`src/rtl/uart_tx_queue.sv`:
```
// uart_tx_queue
// Buffered transmit front-end for a UART transmitter. A producer offers
// words with a single-cycle strobe. The words wait in a circular FIFO and
// are handed to the transmitter one at a time over a txStart/txBusy
// handshake.
//
// Ports
//   clk             system clock, rising edge
//   rst_n           asynchronous active-low reset
//   data_ready_i    write strobe, one word per high cycle
//   data_i          word to queue
//   clr_overflow_i  clears the sticky overflow flag
//   full_o          FIFO holds DEPTH words
//   almost_full_o   level >= AFULL_LVL
//   empty_o         FIFO holds no words
//   level_o         words stored, 0..DEPTH
//   overflow_o      sticky, set when a write is dropped because the FIFO is full
//   tx_busy_i       transmitter is shifting a word
//   tx_start_o      one-cycle start pulse to the transmitter
//   tx_data_o       word for the transmitter, held until the next pop
module uart_tx_queue #(
    parameter int DATA_W    = 8,
    parameter int DEPTH     = 16,
    parameter int AFULL_LVL = DEPTH - 2,
    localparam int ADDR_W   = $clog2(DEPTH)
) (
    input  logic              clk,
    input  logic              rst_n,
    input  logic              data_ready_i,
    input  logic [DATA_W-1:0] data_i,
    input  logic              clr_overflow_i,
    output logic              full_o,
    output logic              almost_full_o,
    output logic              empty_o,
    output logic [ADDR_W:0]   level_o,
    output logic              overflow_o,
    input  logic              tx_busy_i,
    output logic              tx_start_o,
    output logic [DATA_W-1:0] tx_data_o
);

    localparam logic [ADDR_W:0]   LVL_ONE   = (ADDR_W + 1)'(1);
    localparam logic [ADDR_W:0]   LVL_FULL  = (ADDR_W + 1)'(DEPTH);
    localparam logic [ADDR_W:0]   LVL_AFULL = (ADDR_W + 1)'(AFULL_LVL);
    localparam logic [ADDR_W-1:0] PTR_ONE   = ADDR_W'(1);

    typedef enum logic [1:0] {
        ST_IDLE,
        ST_WAIT_BUSY,
        ST_WAIT_DONE
    } state_e;

    // Storage has no reset so it can map onto block RAM.
    logic [DATA_W-1:0] mem_q [DEPTH];

    state_e            state_q, state_d;
    logic [ADDR_W-1:0] wp_q, rp_q;
    logic [ADDR_W:0]   level_q, level_d;
    logic              full_q, afull_q, empty_q, overflow_q;
    logic              tx_start_q, tx_start_d;
    logic [DATA_W-1:0] tx_data_q;
    logic              push, drop, pop;

    // The registered full flag decides acceptance, so a pop in the same
    // cycle never makes room for a write offered while full.
    assign push = data_ready_i & ~full_q;
    assign drop = data_ready_i &  full_q;

    always_comb begin
        state_d    = state_q;
        tx_start_d = 1'b0;
        pop        = 1'b0;
        case (state_q)
            ST_IDLE: begin
                if (!empty_q && !tx_busy_i) begin
                    pop        = 1'b1;
                    tx_start_d = 1'b1;
                    state_d    = ST_WAIT_BUSY;
                end
            end
            ST_WAIT_BUSY: begin
                if (tx_busy_i) begin
                    state_d = ST_WAIT_DONE;
                end
            end
            ST_WAIT_DONE: begin
                if (!tx_busy_i) begin
                    state_d = ST_IDLE;
                end
            end
            default: state_d = ST_IDLE;
        endcase
    end

    always_comb begin
        level_d = level_q;
        case ({push, pop})
            2'b10:   level_d = level_q + LVL_ONE;
            2'b01:   level_d = level_q - LVL_ONE;
            default: level_d = level_q;
        endcase
    end

    always_ff @(posedge clk) begin
        if (push) begin
            mem_q[wp_q] <= data_i;
        end
    end

    always_ff @(posedge clk or negedge rst_n) begin
        if (!rst_n) begin
            state_q    <= ST_IDLE;
            wp_q       <= '0;
            rp_q       <= '0;
            level_q    <= '0;
            full_q     <= 1'b0;
            afull_q    <= 1'b0;
            empty_q    <= 1'b1;
            overflow_q <= 1'b0;
            tx_start_q <= 1'b0;
            tx_data_q  <= '0;
        end else begin
            state_q    <= state_d;
            tx_start_q <= tx_start_d;
            level_q    <= level_d;
            // Flags come from the next level so they move on the same edge.
            full_q     <= (level_d == LVL_FULL);
            afull_q    <= (level_d >= LVL_AFULL);
            empty_q    <= (level_d == '0);
            if (push) begin
                wp_q <= wp_q + PTR_ONE;
            end
            if (pop) begin
                rp_q      <= rp_q + PTR_ONE;
                tx_data_q <= mem_q[rp_q];
            end
            // A dropped write outranks a clear in the same cycle.
            if (drop) begin
                overflow_q <= 1'b1;
            end else if (clr_overflow_i) begin
                overflow_q <= 1'b0;
            end
        end
    end

    assign full_o        = full_q;
    assign almost_full_o = afull_q;
    assign empty_o       = empty_q;
    assign level_o       = level_q;
    assign overflow_o    = overflow_q;
    assign tx_start_o    = tx_start_q;
    assign tx_data_o     = tx_data_q;

endmodule

```
`config.mk`:
```
export PLATFORM = sky130hd
export DESIGN_NAME = uart_tx_queue
export DESIGN_NICKNAME = d
export VERILOG_FILES = /design/src/rtl/uart_tx_queue.sv
export SDC_FILE = /design/constraint.sdc
export NUM_CORES = 1
export LEC_CHECK = 0
export BUFFER_PORTS_ARGS = -buffer_cell sky130_fd_sc_hd__buf_2
export CORE_MARGIN = 2
export CORE_UTILIZATION = 60
export DETAILED_ROUTE_END_ITERATION = 8
export PLACE_DENSITY = 0.83
export SLEW_MARGIN = 20
export SYNTH_ARGS = -nofsm -noshare
export SYNTH_HDL_FRONTEND = slang
export SYNTH_SLANG_ARGS = --single-unit
export TNS_END_PERCENT = 100
```
`constraint.sdc`:
```
create_clock -name clk -period 5 [get_ports clk]
set_clock_uncertainty 0.2 [all_clocks]
set_input_delay 0.5 -clock clk [delete_from_list [all_inputs] [get_ports clk]]
set_output_delay 0.5 -clock clk [all_outputs]
set_load 0.01 [all_outputs]
```
* Yosys cells after proc, flatten, opt, wreduce, memory -nomap -nowiden
Memories as Yosys holds them, arrays and structs flattened. A register that Yosys moved wholly into a read port is not among the register bits.
Cells that the tools add are included.
** Word-level totals
- Bits in writable memories :: 128
- Output and inout port bits :: 18
- Bits of input ports :: 13
- Memories :: 1
- Register bits after elaboration :: 20
- Logic and storage cells :: 45
** Memory list
- mem_q :: words 16, width 8, rd ports 1, clocked after Yosys merged registers in 1, write ports 1, RTL line 54 : logic [DATA_W-1:0] mem_q [DEPTH];
** Operators by class
- Mux-type cells :: 11
- Eq/ne operators :: 8
- Add/subtract/negate cells :: 4
- Magnitude comparators :: 1
- Reduce and logical (&&, ||, !) cells :: 8
- Bitwise gates (word level) :: 3
** Operators with widths (count)
- case mux 5 bit (2 select lines) :: 1
- adder 4 x 1 -> 4 bit, second input constant :: 2
- two-way mux 1 bit :: 6
- two-way mux 2 bit :: 3
- inequality test 2 bit, second input constant :: 3
- case mux 2 bit (3 select lines) :: 1
- adder 5 x 1 -> 5 bit, second input constant :: 1
- equality test 5 bit, second input constant :: 1
- >= comparator 5 x 4 -> 1 bit, second input constant :: 1
- zero test 5 bit :: 1
- subtractor 5 x 1 -> 5 bit, second input constant :: 1
- equality test 2 x 1 -> 1 bit, second input constant :: 2
- equality test 2 bit, second input constant :: 2
- zero test 1 bit :: 3
- AND reduction 3 bit :: 1
- bitwise AND 1 bit :: 2
- zero test 2 bit :: 1
- nonzero test 2 bit :: 1
- logical AND 1 bit :: 1
- inverter 1 bit :: 1

* Longest topological paths before layout
Gate-level depths: netlist (run 1).
- Depth in word-level cells :: 7
- Gate-level depth with buffers :: 12
- Mapped depth without buffers :: 10

* Worst setup path before layout (run 1)
Ideal clock, no wire load.
- Path kind :: input -> register
- Start :: in data_ready_i
- End :: reg full_q, in the netlist full_o
- Path slack :: 2297 ps
- Cell stages on the path :: 11
- Data required time :: 4677 ps
- Library setup time :: 123 ps
- Arrival :: 2380 ps
- Buffers on the path :: 2
- Cell sequence :: nor2b_1 -> buf_2 -> inv_1 -> and2_1 -> buf_6 -> xor2_1 -> ha_1 -> o311ai_0 -> nand3_1 -> o22a_1 -> o221a_2
** Between the ends
- Word-level cells in the longest chain between the ends :: 4
- Elaborated cells between the ends (all ways) :: 5
- Classes of those cells :: eq/ne: 3; mux: 1; bitwise: 1
** RTL lines
- start, declared :: RTL line 29 : input logic data_ready_i,
- bitwise AND 1 bit (*) :: RTL line 66 : assign push = data_ready_i & ~full_q;
- equality test 2 x 1 -> 1 bit / equality test 2 bit (equally long branches) :: RTL line 97 : case ({push, pop})
- case mux 5 bit (2 select lines) (*) :: RTL line 97
- equality test 5 bit (*) :: RTL line 127 : full_q <= (level_d == LVL_FULL);
- end signal, assigned :: RTL line 127
- end, declared :: RTL line 59 : logic full_q, afull_q, empty_q, overflow_q;
Mark *: on every way between the ends. The rest lies on a longest branch, timed or not.
A chain may end at the register's enable or synchronous reset.

* Final worst setup path (run 1)
- Start :: reg full_q, in the netlist full_o
- End :: reg full_q, in the netlist full_o
** Between the ends
- Word-level cells in the longest chain between the ends :: 5
- Elaborated cells between the ends (all ways) :: 6
- Classes of those cells :: eq/ne: 3; mux: 1; bitwise: 2
** RTL lines (RTL line)
- inverter 1 bit (*) :: 66
- bitwise AND 1 bit (*) :: 66
- equality test 2 x 1 -> 1 bit / equality test 2 bit (equally long branches) :: 97
- case mux 5 bit (2 select lines) (*) :: 97
- equality test 5 bit (*) :: 127
Marked as above.

==> metrics.md, run 1 <==
| Metric | Value |
|---|---|
| Status | completed |
| Worst slew pin tran | 0.888 ns |
| Max stage delay on crit path | 0.45 ns |
| Fmax | 0.297 GHz |
| Flop pwr share | 0.441 |
| Setup TNS Final | 0 ns |
| Most common cell after layout, fill and taps aside | edfxtp_1 |
| I/O pin count | 31 |
| Post-DP HPWL | 7270 um |
| First-pass GRT wire length | 18800 um |
| Initial antenna violation count | 0 |
| Gate power share | 0.263 |
| CP startpoint kind | register |
| Vias | 3052 |
| Psw | 1290 uW |
| Worst r2r path cells | 10 |
| Avg WL per Cell | 23.6 um |
| CP max-delay cell | nor2b_1 |
| Mapped Area | 6310 um^2 |
| Clock Latency Late Sink | 0.53 ns |
| R2r startpoint | full_o |
| Share of cells above drive strength 1 | 0.329 |
| Total grt overflow | 0 |
| EDFF count, synth | 128 |
| Hold_ws | 0.155 ns |
| CP endpoint kind | register |
| Reg-to-reg endpoint | full_o |
| Largest net degree at the start of global routing | 36 |
| Period minus WS final | 3.37 ns |
| # Post-CTS Setup Buffers | 0 |
| Clock power frac | 0.296 |
| Syn Area/Cell | 20.2 um^2 |
| Commonest non-fill, non-tap cells in the layout | 128 x edfxtp_1, 40 x mux4_2, 30 x buf_2 |
| VDD IR max | 0.000328 V |
| Crit-path cells | nor2b_1 -> inv_1 -> and2_1 -> xor2_1 -> ha_1 -> a21oi_1 -> xnor3_1 -> o22a_1 -> a21oi_1 -> o221a_2 |
| Synth warnings | 0 |
| Layout Area Growth over Synthesis | 14.3% |
| Instance area at placement | 6570 um^2 |
| Yosys cell types | 40 |
| Crit path capture | full_o |
| # nets final | 372 |
| Int Pwr | 3050 uW |
| CTS tree | done |
| Drt pass-1 iters | 4 |
| Design area | 7210 um^2 |
| Final setup vio count | 0 |
| Switching Share | 0.298 |
| Post-synth net total | 333 |
| Tcrit/Tclk final | 0.674 |
| Sink Count | 156 |
| CTS resizes | 0 |
| Chip Width | 107 um |
| Via/cell ratio | 6.09 |
| CP Data Required Time | 5.27 ns |
| Max-slew violation count | 0 |
| Clk slew on worst S/H paths | 0.06 ns |
| Total Routed Length | 11800 um |
| Total die area | 11300 um^2 |
| Crit. Startpoint | full_o |
| Pwr Density | 602 nW/um^2 |
| Initial DRC count | 260 |
| Root buffer cell | clkbuf_8 |
| Vias in the first global route | 3238 |
| # rows | 37 |
| Critical path's most frequent cell | a21oi_1 |
| HP Class | primary input to register |
| Fin. Hold Viols | 0 |
| Ys flop type | edfxtp_1 |
| Num CTS Buffers | 17 |
| Gpl congestion | 0.814 |
| Ys async rst share | 0.179 |
| Max-Cap Viols | 0 |
| Relative slew slack | 0.408 |
| Crit path kind | register to register |
| Antenna viol nets, final | 0 |
| Synthesis-stage register bit count | 156 |
| I/O Buffers | 30 |
| Seq/Total Area, Yosys | 0.721 |
| N_diodes | 0 |
| Core ar. | 10300 um^2 |
| Total track usage | 0.232 |
| Clk buf depth | 2 |
| Die Span Y | 107 um |
| CTS H-tree lvls | 4 |
| Worst reg-to-reg setup slack | 1.63 ns |
| Leak | 0.00251 uW |
| DRC violations left | 0 |
| CP arrival | 3.64 ns |
| Unrepaired setup endpoints after global routing | false |
| Initial Utilization | 0.614 |
| Gate Count Post-Synth | 313 |
| Critical-path maximum fanout | 8 |
-- registers in the layout, indices dropped and copies added, names as in the netlist --
| signal | count |
|---|---|
| overflow_o | 1 |
| rp_q | 4 |
| mem_q | 128 |
| empty_o | 1 |
| full_o | 1 |
| state_q | 2 |
| tx_start_o | 1 |
| wp_q | 4 |
| level_o | 5 |
| almost_full_o | 1 |
| tx_data_o | 8 |
-- cells in the mapped netlist, types with 2 or more instances --
library cell,count,area share
nand2b_1,2,0.0020
a21oi_1,2,0.0016
a211o_1,2,0.0028
a211oi_1,2,0.0024
buf_2,6,0.0048
edfxtp_1,128,0.61
o22a_1,4,0.0056
and2_1,18,0.018
mux2_2,10,0.018
dfrtp_1,27,0.11
xor2_1,6,0.0083
o221a_2,2,0.0036
clkbuf_1,8,0.0048
mux4_2,40,0.14
o21ai_0,2,0.0016
nand2_1,7,0.0042
inv_1,6,0.0036
nand4_1,3,0.0030
ha_1,7,0.014
nor2_1,5,0.0030
xnor2_1,7,0.0097
-- power by group through the flow --
stage,Combinational (uW),Sequential [uW],Clock (uW)
global placement,1060,1920,0
global route,1220,1950,1360
detailed placement,1100,1930,0
finish,1140,1910,1280
floorplan,935,1760,0
CTS,1140,1920,1300
-- worst max-delay path: cells and delay by family (launching register included) --
kind | cells | cell delay [ns]
simple gates | 2 | 0.77
compound gates | 4 | 1.00
buf+inv | 1 | 0.20
flops | 1 | 0.42
fa+ha+maj | 1 | 0.24
xor+xnor | 2 | 0.48
-- layer usage --
layer	GRT usage	vias to the layer above	routed length, um
met4	0.102	0	256
met3	0.0650	22	752
met5	0	-	0
met1	0.319	1588	4860
met2	0.355	112	5950
li1	-	1330	-
-- timing repair --
item | CTS | global route
setup endpoints to repair | 0 | 0
endpoints found under the hold margin | 30 | 0
hold buffers | 4 | 0
-- how the worst min path moves through the flow --
stage | from | to | slack, ns | cells past startpoint
2_1_floorplan | rst_n | almost_full_o | 0.004 | 0
3_3_place_gp | tx_data_o[2] | tx_data_o[2] | 0.28 | 1
5_1_grt | data_i[1] | mem_q[4][1] | 0.15 | 1
3_5_place_dp | tx_data_o[5] | tx_data_o[5] | 0.29 | 1
6_report | data_i[0] | mem_q[7][0] | 0.15 | 1
4_1_cts | data_i[1] | mem_q[12][1] | 0.15 | 1
-- cells by family (layout without fill, tap and decap cells) --
logic type,after synthesis,count (layout),share of synthesized area
AOI/OAI and AO/OA,17,17,0.0210
xor gates and xnor gates,14,14,0.0216
adders and majority gates,7,7,0.0139
buffers and inverters,22,74,0.0155
DFF,156,156,0.721
muxes,52,52,0.165
and+or+nand+nor,45,45,0.0427
-- area by class of cell --
cell class                 count  area, um^2
clock inverter                12         161
clock buffer                  20         435
tap                          136         170
sequential                   156        4550
fill                         619        3070
multi-input combinational    135        1660
timing repair buffer          36         205
inverter                       6        22.5
-- per-stage QoR --
stage / total power (uW) / worst slack, ns / cells / util
finish: 4340 / 1.63 / 501 / 0.701
global route: 4530 / 1.46 / 501 / 0.701
CTS: 4360 / 1.67 / 501 / 0.701
detailed placement: 3030 / 1.70 / 465 / 0.639
global placement: 2980 / 1.92 / 465 / 0.639
floorplan: 2700 / 2.30 / 313 / -
(Power assumes the default switching activity.)
==> inputs of run 2 (changes only) <==
--- a/config.mk
+++ b/config.mk
@@ -7,9 +7,9 @@
 export LEC_CHECK = 0
 export BUFFER_PORTS_ARGS = -buffer_cell sky130_fd_sc_hd__buf_2
 export CORE_MARGIN = 2
-export CORE_UTILIZATION = 60
+export CORE_UTILIZATION = 55
 export DETAILED_ROUTE_END_ITERATION = 8
-export PLACE_DENSITY = 0.83
+export PLACE_DENSITY = 0.81
 export SLEW_MARGIN = 20
 export SYNTH_ARGS = -nofsm -noshare
 export SYNTH_HDL_FRONTEND = slang
==> constraint.sdc (replaced) <==
create_clock -name clk -period 2.75 [get_ports clk]
set_clock_uncertainty 0.2 [all_clocks]
set_input_delay 0.275 -clock clk [delete_from_list [all_inputs] [get_ports clk]]
set_output_delay 0.275 -clock clk [all_outputs]
set_load 0.01 [all_outputs]
==> run 2 against run 1 <==
Critical path type unchanged. Sequential share of layout area decreased by 0.44 points. First-iteration DRC count is 9.6% higher. Die area up 8.7%. Largest power group unchanged.
==> metrics.md, run 2 (synthesized netlist as in run 1, its figures left out) <==
| Metric | Value |
|---|---|
| Drt pass-1 iters | 4 (unchanged) |
| Commonest non-fill, non-tap cells in the layout | 128 x edfxtp_1, 40 x mux4_2, 30 x buf_2 |
| # nets final | 375 (+0.81%) |
| CTS H-tree lvls | 4 (unchanged) |
| Final setup vio count | 0 (unchanged) |
| Layout Area Growth over Synthesis | 15.0% |
| CP arrival | 2.84 ns (-0.80 ns) |
| I/O Buffers | 30 (unchanged) |
| Total die area | 12300 um^2 (+8.7%) |
| Total track usage | 0.212 (-0.0199) |
| CP Data Required Time | 2.87 ns (-2.40 ns) |
| Hold path start | data_i[1] |
| Largest net degree at the start of global routing | 36 (unchanged) |
| Clock Latency Late Sink | 0.43 ns (-0.10 ns) |
| Share of cells above drive strength 1 | 0.345 (+0.0163) |
| CTS tree | done |
| Gate power share | 0.298 (+0.035) |
| Pwr Density | 1090 nW/um^2 (+81%) |
| Filler-free cell count of the finished design | 511 (+2.0%) |
| HP Class | primary input to register |
| N_diodes | 0 (unchanged) |
| CP startpoint kind | register |
| Crit path kind | register to register |
| Die Span Y | 111 um (+4.3%) |
| Clk slew on worst S/H paths | 0.07 ns (about the same) |
| Max-Cap Viols | 0 (unchanged) |
| Period minus WS final | 2.72 ns (-0.650 ns) |
| Fin. Hold Viols | 0 (unchanged) |
| Root buffer cell | clkbuf_16 |
| Worst reg-to-reg setup slack | 0.03 ns (-1.60 ns) |
| Initial Utilization | 0.557 (-0.0566) |
| Vias | 3042 (-0.33%) |
| Status | completed |
| I/O pin count | 31 (unchanged) |
| Most common cell after layout, fill and taps aside | edfxtp_1 |
| Via/cell ratio | 5.95 (-2.3%) |
| Flop pwr share | 0.413 (-0.028) |
| Crit. Startpoint | state_q[1] |
| Sink Count | 156 (unchanged) |
| Initial antenna violation count | 0 (unchanged) |
| CP endpoint kind | register |
| Post-DP HPWL | 7170 um (-1.3%) |
| VDD IR max | 0.000842 V (+160%) |
| Instance area at placement | 6630 um^2 (+0.84%) |
| Clock power frac | 0.288 (-0.008) |
| Vias in the first global route | 3288 (+1.5%) |
| DRC violations left | 0 (unchanged) |
| Critical-path maximum fanout | 4 (-4) |
| Total grt overflow | 0 (unchanged) |
| Inst Count DP | 475 (+2.2%) |
| Gpl congestion | 0.798 (-2.0%) |
| Tcrit/Tclk final | 0.989 (+0.315) |
| Leak | 0.00253 uW (+0.78%) |
| Max reg flops | 128 (unchanged) |
| Largest register by flop count | mem_q |
| Psw | 2440 uW (+89%) |
| Max-slew violation count | 0 (unchanged) |
| First-pass GRT wire length | 19000 um (+0.88%) |
| Switching Share | 0.309 (+0.0117) |
| Initial DRC count | 285 (+9.6%) |
| Chip Width | 111 um (+4.3%) |
| Int Pwr | 5460 uW (+79%) |
| Antenna viol nets, final | 0 (unchanged) |
| Fmax | 0.368 GHz (+24%) |
| Worst slew pin tran | 0.628 ns (-0.260 ns) |
| Design area | 7260 um^2 (+0.68%) |
| Clk buf depth | 2 (unchanged) |
| Total Routed Length | 11900 um (+0.78%) |
| Relative slew slack | 0.581 (+0.173) |
| # rows | 39 (+5.4%) |
| Avg WL per Cell | 23.3 um (-1.2%) |
| Core ar. | 11300 um^2 (+10%) |
| R2r startpoint | state_q[1] |
| Num CTS Buffers | 17 (unchanged) |
-- run 2: changes by cell type in the layout (fill, tap and decap cells not counted), moves of 2 or more --
cell,previous run,this run
clkbuf_8,2,0
a21oi_1,2,0
inv_8,0,4
bufinv_16,3,1
a21oi_2,0,2
buf_12,0,2
clkbuf_1,2,0
-- run 2: repair_timing --
action,4_1_cts,5_1_grt
setup buffers,0,0
endpoints found under the setup margin,2,3
gates resized for setup,1,3
hold buffers,4,0
hold endpoints to repair,31,0
-- run 2: power groups by stage --
| stage | registers, uW | clock network (uW) | logic [uW] |
|---|---|---|---|
| 2_1_floorplan | 3210 | 0 | 1700 |
| 3_3_place_gp | 3270 | 0 | 2200 |
| 3_5_place_dp | 3300 | 0 | 2290 |
| 4_1_cts | 3260 | 2310 | 2350 |
| 5_1_grt | 3310 | 2410 | 2530 |
| 6_report | 3260 | 2280 | 2360 |
-- run 2: worst paths after layout --
check                      cells past startpoint             to
max                                            8  almost_full_o
min                                            1   mem_q[15][1]
max reg2reg                                    8  almost_full_o
min reg2reg                                    1   tx_data_o[7]
max in group asynchronous                      2        rp_q[0]
min in group asynchronous                      2     level_o[1]
-- run 2: through the flow --
step	setup TNS [ns]	total power (uW)	hold slack [ns]	worst slack, ns	util
after floorplan	0	4910	-0.221	0.135	-
after global placement	0	5470	0.117	0.234	0.585
after detailed placement	0	5590	0.132	0.0308	0.585
after CTS	0	7930	0.0147	0.0135	0.640
after global routing	-0.0674	8260	0.0206	-0.0340	0.641
final	0	7900	0.0298	0.0308	0.641
-- run 2: per-layer routing --
metal,routed length [um],track usage,vias up
li1,-,-,1343
met1,4980,0.278,1584
met2,6030,0.339,94
met3,634,0.0618,21
met4,263,0.0881,0
met5,0,0,-
-- run 2: worst max-delay path, cell delays in order, from the launching register on --
cell and delay, ns:
dfrtp_1 0.44, nor4_4 0.33, and2_1 0.20, xor2_1 0.10, ha_1 0.25, o311ai_1 0.43, and4b_1 0.35, xnor2_1 0.12
a31o_1 0.20
-- run 2: layout make-up --
cell class / instances / area, um^2
clock inverters: 15 / 155
inverters: 6 / 22.5
clock buffers: 17 / 425
repair buffers: 39 / 253
fillers: 760 / 4070
multi-input cells: 135 / 1670
flip-flops and latches: 156 / 4550
well taps: 143 / 179
